==> config.mk <==
export PLATFORM = sky130hd
export DESIGN_NAME = regfile_wr_arbiter
export DESIGN_NICKNAME = d
export VERILOG_FILES = /design/src/rtl/regfile_arb_pkg.sv /design/src/rtl/rr_pick.sv /design/src/rtl/regfile_wr_arbiter.sv
export SDC_FILE = /design/constraint.sdc
export NUM_CORES = 1
export LEC_CHECK = 0
export CAP_MARGIN = 20
export CORE_MARGIN = 2
export CORE_UTILIZATION = 40
export CTS_BUF_LIST = sky130_fd_sc_hd__clkbuf_8 sky130_fd_sc_hd__clkbuf_16
export CTS_CLUSTER_DIAMETER = 200
export DETAILED_ROUTE_END_ITERATION = 16
export PLACE_DENSITY_LB_ADDON = 0.1
export SLEW_MARGIN = 20
export SYNTH_ARGS = -nofsm -noshare
export SYNTH_HDL_FRONTEND = slang
export SYNTH_SLANG_ARGS = --single-unit
==> constraint.sdc <==
create_clock -name clk -period 3.8 [get_ports clk]
set_input_delay 0.57 -clock clk [delete_from_list [all_inputs] [get_ports clk]]
set_output_delay 0.57 -clock clk [all_outputs]
set_load 0.005 [all_outputs]
==> src/rtl/regfile_arb_pkg.sv <==
// rtl/regfile_arb_pkg.sv - shared defaults and types for the regfile write-port arbiter
package regfile_arb_pkg;

  localparam int N_REQ_DEF     = 3;
  localparam int ADDR_W_DEF    = 3;
  localparam int DATA_W_DEF    = 8;
  localparam int MAX_BURST_DEF = 4;

  typedef enum logic {
    ST_IDLE,
    ST_OWN
  } arb_state_e;

  typedef logic [$clog2(N_REQ_DEF)-1:0] grant_idx_t;

endpackage

==> src/rtl/rr_pick.sv <==
// rtl/rr_pick.sv - combinational round-robin pick: first request at or after rr_ptr
module rr_pick #(
  parameter int N_REQ = regfile_arb_pkg::N_REQ_DEF,
  parameter int IDX_W = $clog2(N_REQ)
) (
  input  logic [N_REQ-1:0] req,
  input  logic [IDX_W-1:0] rr_ptr,
  output logic [N_REQ-1:0] gnt,
  output logic [IDX_W-1:0] idx
);

  int pos;

  // Scan from the farthest slot back toward rr_ptr so the nearest request wins.
  always_comb begin
    gnt = '0;
    idx = '0;
    pos = 0;
    for (int k = N_REQ - 1; k >= 0; k--) begin
      pos = int'(rr_ptr) + k;
      if (pos >= N_REQ) pos = pos - N_REQ;
      if (req[pos]) begin
        gnt      = '0;
        gnt[pos] = 1'b1;
        idx      = IDX_W'(pos);
      end
    end
  end

endmodule

==> src/rtl/regfile_wr_arbiter.sv <==
// rtl/regfile_wr_arbiter.sv - round-robin write-port arbiter with burst ownership for the regfile
module regfile_wr_arbiter
  import regfile_arb_pkg::*;
#(
  parameter int N_REQ     = N_REQ_DEF,
  parameter int ADDR_W    = ADDR_W_DEF,
  parameter int DATA_W    = DATA_W_DEF,
  parameter int MAX_BURST = MAX_BURST_DEF
) (
  input  logic                      clk,
  input  logic                      rst_n,
  input  logic [N_REQ-1:0]          req_valid,
  input  logic [N_REQ-1:0]          req_last,
  input  logic [N_REQ*ADDR_W-1:0]   req_addr,
  input  logic [N_REQ*DATA_W-1:0]   req_data,
  output logic [N_REQ-1:0]          req_ready,
  output logic                      rf_wr_en,
  output logic [ADDR_W-1:0]         rf_wr_addr,
  output logic [DATA_W-1:0]         rf_wr_data,
  output logic [$clog2(N_REQ)-1:0]  grant_id,
  output logic                      owned
);

  localparam int IDX_W = $clog2(N_REQ);
  localparam int CNT_W = $clog2(MAX_BURST + 1);

  arb_state_e       state;
  logic [IDX_W-1:0] owner;
  logic [CNT_W-1:0] beat_cnt;
  logic [IDX_W-1:0] rr_ptr;

  logic [N_REQ-1:0] pick_gnt;
  logic [IDX_W-1:0] pick_idx;
  logic [IDX_W-1:0] sel_idx;
  logic [IDX_W-1:0] ptr_next;
  logic [CNT_W-1:0] cnt_next;
  logic             xfer;
  logic             sel_last;
  logic             release_now;

  rr_pick #(
    .N_REQ (N_REQ),
    .IDX_W (IDX_W)
  ) u_rr_pick (
    .req    (req_valid),
    .rr_ptr (rr_ptr),
    .gnt    (pick_gnt),
    .idx    (pick_idx)
  );

  always_comb begin
    req_ready = '0;
    sel_idx   = pick_idx;
    if (state == ST_OWN) begin
      sel_idx          = owner;
      req_ready[owner] = req_valid[owner];
    end else begin
      req_ready = pick_gnt;
    end
    if (!rst_n) req_ready = '0;
  end

  assign xfer        = |req_ready;
  assign sel_last    = req_last[sel_idx];
  assign cnt_next    = ((state == ST_OWN) ? beat_cnt : '0) + CNT_W'(1);
  // Hitting MAX_BURST hands the port back even without last; the rest re-arbitrates.
  assign release_now = sel_last || (cnt_next == CNT_W'(MAX_BURST));
  assign ptr_next    = (sel_idx == IDX_W'(N_REQ - 1)) ? '0 : sel_idx + IDX_W'(1);
  assign owned       = (state == ST_OWN);

  always_ff @(posedge clk or negedge rst_n) begin
    if (!rst_n) begin
      state      <= ST_IDLE;
      owner      <= '0;
      beat_cnt   <= '0;
      rr_ptr     <= '0;
      rf_wr_en   <= 1'b0;
      rf_wr_addr <= '0;
      rf_wr_data <= '0;
      grant_id   <= '0;
    end else begin
      rf_wr_en <= xfer;
      if (xfer) begin
        rf_wr_addr <= req_addr[sel_idx*ADDR_W +: ADDR_W];
        rf_wr_data <= req_data[sel_idx*DATA_W +: DATA_W];
        grant_id   <= sel_idx;
        if (release_now) begin
          state    <= ST_IDLE;
          beat_cnt <= '0;
          rr_ptr   <= ptr_next;
        end else begin
          state    <= ST_OWN;
          owner    <= sel_idx;
          beat_cnt <= cnt_next;
        end
      end
    end
  end

endmodule

# == Yosys cells after proc, flatten, opt, wreduce, memory -nomap -nowiden ==
# Index checks and enable logic that the tools add are counted.
# op_classes
n_addsub,7
n_mul,1
div,0
n_lt_le_gt_ge,12
eq_ne,2
shift,2
mux,37
bitwise,2
n_reduce_logical,8
# op_table
cell,n
"greater-or-equal comparator 32 x 1 -> 1 bit, second input constant",3
"< comparator 32 x 4 -> 1 bit, second input constant",3
2-to-1 mux 32 bit,3
"greater-or-equal comparator 32 x 3 -> 1 bit, second input constant",2
"subtractor 32 x 3 -> 32 bit, second input constant",2
indexed part select 24 x 6 -> 8 bit,1
2-to-1 mux 3 bit,7
2-to-1 mux 1 bit,13
binary-select mux 1 bit (select 2 bit),5
2-to-1 mux 2 bit,5
indexed part select 9 x 5 -> 3 bit,1
demux 1 bit (select 2 bit),4
"< comparator 2 x 3 -> 1 bit, second input constant",2
logical AND 1 bit,4
"multiplier 2 x 2 -> 4 bit, second input constant",1
AND reduction 2 bit,2
"adder 2 x 1 -> 3 bit, second input constant",1
"adder 2 x 2 -> 3 bit, second input constant",1
"adder 3 x 1 -> 3 bit, second input constant",1
AND 3 bit,1
"equality test 3 bit, second input constant",1
OR reduction 3 bit,1
"subtractor 2 x 2 -> 3 bit, second input constant",1
"adder 2 x 1 -> 2 bit, second input constant",1
5 further kinds,5
# word_totals
register_bits,22
latchBits,0
ram_bits,0
rom_bits,0
inputBits,41
output_inout_bits,18
wordCells,79
memories,0

# == Longest topological paths before layout ==
# Gate-level depths: netlist of run 1.
# depth
depth_word,15
mapped_depth,13
depth_no_buf,10

# == Hierarchy ==
# From an unflattened synthesis of run 1, not the netlist that was laid out.
# unflattened
cells_unflattened,169
hier_area_um2,1527.7
# by_module_without_submodules
mod,n_inst,cells_per_inst,area_per_inst_um2,seq_area_each_um2
regfile_wr_arbiter,1,132,1261.2,550.5
rr_pick,1,37,266.5,0.0

# == Least setup slack after synthesis of run 1 ==
# OpenSTA, ideal clock, no wires.
# synth_path
path_kind,flip-flop to flip-flop
start,register rr_ptr[0]
end,register owner[0]
setup_ps,125
t_arrival_ps,2411
t_required_ps,3675
slack_ps,1264
path_stages_with_launch,12
path_buffers,1
period_less_slack_ps,2536
path_cell_list,dfrtp_1 inv_1 ha_1 and3b_1 a22o_1 or4_1 a32oi_1 o21a_1 buf_6 inv_4 nand2_2 mux2_4
# synth_via
elab_chain_cells,15
elab_cells_between_ends,50
cone_classes,add/sub (5); order compare (9); mux (29); bitwise (1); reduce/logical (6)
# synth_rtl
element,line_no,text
from (decl),regfile_wr_arbiter.sv:30,logic [IDX_W-1:0] rr_ptr;
from (signal assigned),regfile_wr_arbiter.sv:90,rr_ptr <= ptr_next;
branches (longest 15 deep; another with subtractor 32 x 3 -> 32 bit),n/a,
to (signal assigned),regfile_wr_arbiter.sv:93,owner <= sel_idx;
to (decl),regfile_wr_arbiter.sv:28,logic [IDX_W-1:0] owner;
# Several ways; the timed one is not identified. The select of a mux whose other input is x is not followed.
# A chain may end at the register's enable or synchronous reset.

# == Worst setup path in the final report of run 1 ==
# layout_path
start,register rr_ptr[1]
end,output port req_ready[1]
# layout_via
elab_chain_cells,12
elab_cells_between_ends,40
cone_classes,add/sub (5); order compare (9); mux (23); reduce/logical (3)
# layout_rtl
element,line_no,text
adder 2 x 2 -> 3 bit,rr_pick.sv:20,pos = int'(rr_ptr) + k;
subtractor 32 x 3 -> 32 bit or greater-or-equal comparator 32 x 3 -> 1 bit (tied branches),rr_pick.sv:21,if (pos >= N_REQ) pos = pos - N_REQ;
2-to-1 mux 32 bit,rr_pick.sv:21,
greater-or-equal comparator 32 x 1 -> 1 bit (implied by the code) or < comparator 32 x 4 -> 1 bit (tied branches),rr_pick.sv:24,gnt[pos] = 1'b1;
logical AND 1 bit (implied by the code),rr_pick.sv:24,
2-to-1 mux 1 bit (implied by the code),rr_pick.sv:24,
demux 1 bit (select 2 bit),n/a,
2-to-1 mux 3 bit (2 in a row),rr_pick.sv:22,if (req[pos]) begin
2-to-1 mux 3 bit (*),rr_pick.sv:22,
2-to-1 mux 3 bit (*),regfile_wr_arbiter.sv:54,if (state == ST_OWN) begin
2-to-1 mux 3 bit (*),regfile_wr_arbiter.sv:60,if (!rst_n) req_ready = '0;
to (decl),regfile_wr_arbiter.sv:16,"output logic [N_REQ-1:0] req_ready,"
# Mark *: on every way between the ends. The rest lies on a longest branch, timed or not. The select of a mux whose other input is x is not followed.

==> results.md, run 1 <==
- P&R area growth vs syn: 42.6%
- Yosys reg bits: 22
- Synth Area per Inst: slightly below 9 sq um
- NumNets Final: 276
- Setup violations, final: 0
- Die X: roughly 66 um
- Yosys warnings: 0
- Initial core utilization: between 40% and 50%
- TNS Setup: 0 ns
- DR pass1 iterations: 5
- Layout cells sized above 1: 6.99%
- Crit path max fanout: 12
- Pwr dens: ~840 nW/um^2
- Detailed Route WL: 3.97 mm
- CTS max path bufs: 2
- Syn nets: 221
- CP Class: reg2out
- Finished Layout Cells: about 280
- H-tree Lvls: 1
- Num CTS Buffers: 3
- Synth cell types: 48
- Int Pwr: 1060 uW
- Unrepaired setup endpoints after global routing: false
- Period Utilization, post-route: between 80% and 90%
- I/O Buffers: 58
- Clock share of power: 11.8%
- Status: completed
- Reg area: 551 sq um
- Rows: 22
- Crit path capture type: output port
- Peak supply drop: 325 uV
- Post-synthesis cell area: 1560 sq um
- Reg power frac: 23.2%
- Worst slack, placed: 0.458 ns
- Async S/R FF share, synth: between 90% and 100%
- Combinational group share of total power: 65.0%
- Vias in the first global route: between 1k and 1.5k
- WP data required: about 3.2 ns
- Clock insertion delay at the later pin of the skew report: 0.27 ns
- Global placement routability congestion: 0.887
- DP HPWL: 3.01 mm
- Cells after Synth: 175
- Post-synth top flop: dfrtp_1
- Hold WC Path Type: reg2reg
- Clock-pin slew on the worst setup and hold paths: 0.08 ns
- Slew headroom: 65.2%
- Root Driver: clkbuf_8
- Largest net degree at the start of global routing: 32
- CTS resizes: 0
- CTS tree: done
- FMAX: 293 MHz
- Worst Tran Pin Value: around 0.52 ns
- Ant diodes: 0
- Max-cap viol count: 0
- Vias: 1519
- Residual DRC: 0
- Multi-input gate area: 903 sq um
- Slew Limit Fails: 0
- Leak: 0.000957 uW
- Initial antenna violation count: 0
- Clock Skew: 0.00601 ns
- Grt total ovfl: 0
- Drt initial violations: 151
- Final setup margin: between 0.3 and 0.4 ns
- Fill count: 356
- Sw Pwr: 796 uW
- Switch share: between 40% and 50%
- IO Pins: slightly below 60
- Post-synth EDFFs: 0
- Core Region: between 3000 and 4000 sq um
- Arrival @ worst endpoint: about 2.9 ns
- Hold_buf cts: 0
- Total power: 1860 uW
- Sequential area share after synthesis: 35.3%
- First-pass GRT wire length: 6.58 mm
- Placed cells: approximately 270
- Crit path time final: around 3.4 ns
- Die Area: 4410 sq um
- Total setup buffers inserted after CTS: 0
- Final hold violation count: 0
- CTS sink cnt: 22
- Wire per inst: 14.3 um
- Via density: roughly 5.5
- Die Y: 66.4 um
- Crit start category: flip-flop
- Antenna viol nets, final: 0
- Gr usage total: 19.2%
[power by group through the flow]
stage | clock network [uW] | logic [uW] | registers (uW)
floorplan | 0 | 865 | 421
global placement | 0 | 1190 | 430
detailed placement | 0 | 1210 | 435
CTS | 225 | 1210 | 431
global route | 234 | 1340 | 450
finish | 219 | 1210 | 432
[cell families (layout without fill, tap and decap cells)]
group | after synthesis | in the layout | share of synthesized area [%]
muxes | 15 | 15 | 10.5
and+or+nand+nor | 57 | 57 | 18.6
adders and majority gates | 5 | 5 | 4.02
AOI/OAI and AO/OA | 58 | 58 | 24.8
buffers and inverters | 18 | 72 | 6.67
DFF | 22 | 22 | 35.3
[metrics by stage]
stage	util (%)	hold slack (ns)	instance area, sq um
3_5_place_dp	57.8	0.466	2150
6_report	59.8	0.478	2220
5_1_grt	59.8	0.504	2220
2_1_floorplan	-	0.274	1560
3_3_place_gp	57.8	0.458	2150
4_1_cts	59.8	0.486	2220
[layout make-up]
| class | count | share of cell area [%] |
|---|---|---|
| well taps | 48 | 2.70 |
| clock inverters | 1 | 1.35 |
| flip-flops and latches | 22 | 24.8 |
| inverters | 6 | 1.13 |
| multi-input cells | 135 | 40.7 |
| clock buffers | 3 | 1.86 |
| repair buffers | 62 | 27.5 |
[synthesized netlist by cell type, types with 3 or more instances]
cell	count	area [sq um]
a21oi_1	25	125
and2_1	4	25.0
buf_2	6	30.0
buf_6	3	33.8
dfrtp_1	22	551
ha_1	5	62.6
inv_1	5	18.8
mux2i_1	12	120
nand2_1	12	45.0
nor2_1	26	97.6
o21a_1	3	22.5
o21ai_0	6	30.0
[worst max-delay path, stage by stage, from the launching register on]
cell             delay, ns
dfrtp_1               0.42
inv_1                 0.07
ha_1                  0.46
mux2_4                0.36
nor4b_4               0.27
nor3_1                0.12
o21a_2                0.28
nor2_1                0.11
clkdlybuf4s50_1       0.50
[per-layer routing]
metal | vias to the layer above | share of wire [%] | GRT usage [%]
met4 | 0 | 0.68 | 6.12
met1 | 710 | 42 | 23.2
met2 | 65 | 49 | 33.4
met5 | - | 0 | 0
met3 | 4 | 7.9 | 4.43
li1 | 740 | - | -
[sequential cells by signal, summed over array words and instances (netlist names)]
name,count
rf_wr_data,8
grant_id,2
rf_wr_en,1
rf_wr_addr,3
owner,2
owned,1
rr_ptr,2
beat_cnt,3
[placed cells by master (no fill, tap or decap), types with 2 or more instances in the layout]
cell and n:
nor3b_1 2, inv_1 5, o2111ai_1 2, a21oi_1 25, nor2b_1 2, a31oi_1 2, o31ai_1 2, ha_1 5
mux2_4 2, mux2i_1 12, clkdlybuf4s50_1 58, and2_1 4, clkbuf_8 3, o21a_1 3, o21ai_0 6, buf_4 4
dfrtp_1 22, nand3b_1 2, a21o_1 2, o21ai_1 2, nor2_1 26, nand2_1 12
[final timing paths]
| path | slack (ns) | start | depth (start not counted) | to |
|---|---|---|---|---|
| max in group asynchronous | 2.69 | rst_n | 2 | rf_wr_addr[0] |
| min in group asynchronous | 0.55 | rst_n | 1 | owned |
| setup reg to reg | 0.79 | rr_ptr[1] | 10 | owner[0] |
| hold reg to reg | 0.48 | grant_id[1] | 1 | grant_id[1] |
| hold / removal | 0.48 | grant_id[1] | 1 | grant_id[1] |
| setup / recovery | 0.38 | rr_ptr[1] | 8 | req_ready[1] |
No activity file was read; power rests on OpenSTA's default activity.
==> run 2: changes to the inputs <==
Settings changed: CORE_MARGIN 2 to unset, TNS_END_PERCENT set to 100.
==> run 2 against run 1 <==
Compared with the run above: final cell count is the same; worst setup slack better by 0.019 ns; via count rose by 0.66%; largest power group unchanged; sequential share of layout area stayed put; die area shrank 5.9%; largest cell class unchanged; highest routed layer unchanged; critical endpoint unchanged; power grew 0.73%.
==> results.md, run 2 (synthesis results as in run 1) <==
- Core Region: 3690 sq um
- Die Area: 4150 sq um
- Antenna viol nets, final: 0
- Via density: around 5.5
- Clock insertion delay at the later pin of the skew report: 0.27 ns
- CTS sink cnt: 22
- Crit path capture type: output port
- Hold WC Path Type: reg2reg
- Arrival @ worst endpoint: about 2.8 ns
- P&R area growth vs syn: 42.6%
- WHS Path Cells: 1
- Layout cells sized above 1: roughly 7%
- WP data required: 3.23 ns
- Max reg flops: 8
- Pwr dens: 843 nW/um^2
- CTS resizes: 0
- Vias: 1529
- Peak supply drop: between 300 and 400 uV
- RR Startpoint: rr_ptr[1]
- Global placement routability congestion: 0.866
- I/O Buffers: 58
- GRT Max-Usage Layer: met2
- Terminus of the critical flop-to-flop path: owner[0]
- Hold_buf cts: 0
- TNS Setup: 0 ns
- Die X: 64.4 um
- CP Class: reg2out
- IO Pins: 59
- Grt total ovfl: 0
- Initial antenna violation count: 0
- First-pass GRT wire length: around 6.7 mm
- Leak: 0.000957 uW
- Most frequent cells in the layout: clkdlybuf4s50_1, nor2_1, a21oi_1
- M3 GR Usage: 3.21%
- Worst Tran Pin Value: 0.470 ns
- CTS max path bufs: 2
- Hold endpoint: grant_id[1]
- Max-cap viol count: 0
- Commonest non-fill, non-tap cell in the layout: clkdlybuf4s50_1
- Initial core utilization: between 40 and 50%
- Clock-pin slew on the worst setup and hold paths: 0.09 ns
- Num CTS Buffers: 3
- CTS tree: done
- Reg2Reg Setup Slack: 0.82 ns
- H-tree Lvls: 1
- Root Driver: clkbuf_8
- DP HPWL: 3.07 mm
- Crit path max fanout: 12
- Setup violations, final: 0
- GR Util met1: 23.9%
- Unrepaired setup endpoints after global routing: false
- Total setup buffers inserted after CTS: 0
- Final hold violation count: 0
- Wire per inst: 14.6 um
- Placed Area: approximately 2100 sq um
- Gr usage total: 20.4%
- NumNets Final: 276
- Slew Limit Fails: 0
- Period Utilization, post-route: 89.4%
- Cell area after layout: 2220 sq um
- Ant diodes: 0
- FMAX: 294 MHz
- Vias in the first global route: 1525
- Slew headroom: 68.7%
- Rows: 22
- Largest net degree at the start of global routing: 32
- Largest registers: rf_wr_data (8), beat_cnt (3), rf_wr_addr (3)
- Die Y: 64.4 um
- Crit path time final: between 3 and 4 ns
- Top reg by flops: rf_wr_data
- Reg2Reg Depth: 10
- Residual DRC: 0
- Drt initial violations: 47
- Hold Crit Start: grant_id[1]
- Crit start category: flip-flop
- Detailed Route WL: 4.06 mm
- GRT met2 Usage: 36.3%
- Status: completed
- DR pass1 iterations: 5
- Critical Path Source: rr_ptr[1]
- Clock Skew: 0.00515 ns
run 2: cell counts in the layout (fill, tap and decap cells not counted):
Identical to the previous run, type by type.
run 2: layer usage:
layer,up-vias,share of wire (%)
li1,736,-
met2,57,50
met3,4,6.2
met5,-,0
met4,0,0.99
met1,732,43
run 2: critical path, cell delays in order (launching register included):
cell and delay, ns:
dfrtp_1 0.42, inv_1 0.07, ha_1 0.44, mux2_4 0.35, nor4b_4 0.26, nor3_1 0.12
o21a_2 0.28, nor2_1 0.11, clkdlybuf4s50_1 0.50
run 2: stage by stage:
step / power (uW) / instances / hold WS (ns) / util [%] / setup WS (ns)
3_5_place_dp: 1660 / 273 / 0.472 / 58.3 / 0.467
4_1_cts: 1880 / 277 / 0.489 / 60.2 / 0.407
3_3_place_gp: 1610 / 273 / 0.457 / 58.3 / 0.535
5_1_grt: 2020 / 277 / 0.501 / 60.2 / 0.260
6_report: 1870 / 277 / 0.485 / 60.2 / 0.402
2_1_floorplan: 1290 / 175 / 0.274 / - / 1.26
run 2: worst max path at each step:
stage | endpoint | slack [ns] | depth (start not counted)
2_1_floorplan | owner[0] | 1.26 | 11
3_3_place_gp | req_ready[1] | 0.54 | 7
3_5_place_dp | req_ready[1] | 0.47 | 7
4_1_cts | req_ready[1] | 0.41 | 8
5_1_grt | req_ready[1] | 0.26 | 8
6_report | req_ready[1] | 0.40 | 8
run 2: layout make-up:
cell class	count	area [sq um]
tap	48	60.1
multi-input combinational	135	903
fill	350	1470
clock buffer	3	41.3
clock inverter	1	30.0
sequential	22	551
inverter	6	25.0
timing repair buffer	62	611
run 2: power breakdown:
part / switching [uW] / internal, uW
clock network: 81.4 / 141
logic: 640 / 572
registers: 87.2 / 351
total: 809 / 1060
==> run 3: changes to the inputs <==
Settings changed: SYNTH_HIERARCHICAL set to 1.
==> run 3 against run 2 <==
Compared with the run above: clock power shrank 35%; die area is 1.9% lower; non-clock buffer count decreased by 1; combinational power is essentially flat; sequential power grew 1%; critical path depth grew 2; final cell count fell by 1.8%; area after synthesis down 1.9%; critical path type unchanged; critical endpoint unchanged.
==> results.md, run 3 <==
- Crit path max fanout: 8
- CP max stage cell: clkdlybuf4s50_1
- Peak supply drop: 365 uV
- Hold_buf cts: 0
- I/O Buffers: 58
- Num CTS Buffers: 3
- Reg2Reg Setup Slack: around 0.9 ns
- Synth Area per Inst: between 9 and 10 sq um
- Yosys reg bits: 22
- H-tree Lvls: 1
- Initial antenna violation count: 0
- FMAX: 316 MHz
- Slew Limit Fails: 0
- Placed Area: 2140 sq um
- Total setup buffers inserted after CTS: 0
- Cell area after layout: approximately 2200 sq um
- Reg2Reg Depth: 12
- Arrival @ worst endpoint: 2.59 ns
- Sequential area share after synthesis: 36.0%
- Drt initial violations: between 100 and 150
- Post-synth top flop: dfrtp_1
- Top reg by flops: rf_wr_data
- Detailed Route WL: between 3 and 4 mm
- WP data required: between 3 and 4 ns
- Hold WC Path Type: reg2reg
- Residual DRC: 0
- Clock Skew: approximately 0.0056 ns
- Syn nets: approximately 220
- Most frequent cells in the layout: clkdlybuf4s50_1, nor2_1, a21oi_1
- CTS resizes: 0
- Wire per inst: roughly 13 um
- Post-synth top cells: a21oi_1, nor2_1, dfrtp_1
- Fill count: 326
- Crit path capture type: output port
- Grt total ovfl: 0
- Slew headroom: about 65%
- CTS max path bufs: 2
- Largest registers: rf_wr_data (8), beat_cnt (3), rf_wr_addr (3)
- Crit path to: req_ready[1]
- Via density: approximately 5
- TNS Setup: 0 ns
- Gr usage total: 19.4%
- Die Y: 63.8 um
- Post-synth EDFFs: 0
- Unrepaired setup endpoints after global routing: false
- NumNets Final: approximately 270
- Post-synthesis cell area: 1530 sq um
- Global placement routability congestion: 0.897
- Yosys warnings: 6
- Max reg flops: 8
- Cell Chain, Critical Path: inv_1, ha_1, mux2i_1, nand4bb_1, a21o_1, nand2_1, nor2b_1, o21ai_1, inv_1, clkdlybuf4s50_1
- IO Pins: 59
- Synth top area share: 36.0%
- Status: completed
- CP max stage delay: 0.49 ns
- Final hold violation count: 0
- Commonest non-fill, non-tap cell in the layout: clkdlybuf4s50_1
- Root Driver: clkbuf_8
- Crit path time final: 3.16 ns
- Period Utilization, post-route: about 83%
- Async S/R FF share, synth: 100%
- Post-synth top area cell: dfrtp_1
- Setup violations, final: 0
- Antenna viol nets, final: 0
- Minimum hold slack: 0.501 ns
- Layout cells sized above 1: 5.80%
- Core Region: around 3700 sq um
- RR Startpoint: rr_ptr[1]
- Leak: 0.000978 uW
- CTS tree: done
- DP HPWL: 2.73 mm
- Largest net degree at the start of global routing: 28
- Most common cell on crit path: inv_1
- Clock insertion delay at the later pin of the skew report: around 0.26 ns
- Pwr dens: between 800 and 900 nW/um^2
- First-pass GRT wire length: 6.31 mm
- Rows: 22
- Die X: 63.8 um
- Die Area: 4070 sq um
- Cells after Synth: around 170
- CP Class: reg2out
- DR pass1 iterations: 4
- Max-cap viol count: 0
- Initial core utilization: 41.7%
- Worst Tran Pin Value: 0.524 ns
- Crit start category: flip-flop
- Terminus of the critical flop-to-flop path: rr_ptr[1]
- Top post-synthesis cells by area: dfrtp_1, mux2i_1, a21oi_1, nor2_1, ha_1
- Ant diodes: 0
- CTS sink cnt: 22
- Vias in the first global route: 1489
- P&R area growth vs syn: 42.8%
- Clock-pin slew on the worst setup and hold paths: approximately 0.08 ns
- Synth cell types: 40
- Vias: ~1.4k
- Critical Path Source: rr_ptr[1]
==> run 3: cell types whose count changed in the layout (fill, tap and decap cells not counted), moves of 3 or more <==
cell,change
inv_1,+6
mux2_1,+4
o21ai_1,+3
nand2_1,-3
o21a_1,-3
mux2i_1,+4
o21ai_0,-5
==> run 3: per-layer routing <==
layer  routed length (um)  GRT usage, %  up-vias  share of wire (%)
li1                     -             -      693                  -
met1                 1560          22.5      632                 43
met2                 1830          34.3       39                 51
met3                  188          3.75        2                5.2
met4                   22          8.24        0               0.61
met5                    0             0        -                  0
==> run 3: area by class of cell <==
type,count,area [sq um],share of cell area (%)
clock buffer,3,41.3,1.89
inverter,11,41.3,1.89
multi-input combinational,127,885,40.6
sequential,22,551,25.2
tap,48,60.1,2.75
timing repair buffer,61,603,27.7
==> run 3: cells by family after synthesis <==
logic type      count (synthesis)  share of synthesized area (%)
simple gates                   53                           18.1
flops                          22                           36.0
fa+ha+maj                       6                           4.91
buf+inv                        20                           6.06
mux                            22                           15.9
compound gates                 44                           17.9
xor+xnor                        2                           1.15
==> run 3: stage by stage <==
| stage | power (uW) | utilization, % | setup WS, ns | cells |
|---|---|---|---|---|
| after floorplan | 1280 | - | 1.17 | 169 |
| after global placement | 1620 | 58.4 | 0.710 | 269 |
| after detailed placement | 1660 | 58.4 | 0.650 | 269 |
| after CTS | 1810 | 59.6 | 0.616 | 272 |
| after global routing | 1960 | 59.6 | 0.437 | 272 |
| final | 1790 | 59.6 | 0.637 | 272 |
==> run 3: critical path, delay by kind of cell (launching register included) <==
| family | cells | cell delay [ns] |
|---|---|---|
| AOI/OAI and AO/OA | 2 | 0.31 |
| adders and majority gates | 1 | 0.34 |
| buffers and inverters | 3 | 0.65 |
| DFF | 1 | 0.42 |
| muxes | 1 | 0.30 |
| and+or+nand+nor | 3 | 0.33 |
==> run 3: worst min-delay path by stage <==
stage / to / depth (start not counted) / start / slack (ns)
finish: grant_id[1] / 1 / grant_id[1] / 0.50
global placement: grant_id[1] / 1 / grant_id[1] / 0.47
floorplan: beat_cnt[0] / 0 / rst_n / 0.27
CTS: grant_id[1] / 1 / grant_id[1] / 0.51
global route: beat_cnt[0] / 1 / beat_cnt[0] / 0.54
detailed placement: grant_id[1] / 1 / grant_id[1] / 0.49
==> run 3: where the power goes <==
part           internal [uW]  total (uW)  switching (uW)  leakage [uW]
sequential               353         444            90.3      0.000262
combinational            594        1200             606      0.000694
clock                   70.7         144            73.4     0.0000216
total                   1020        1790             769      0.000978
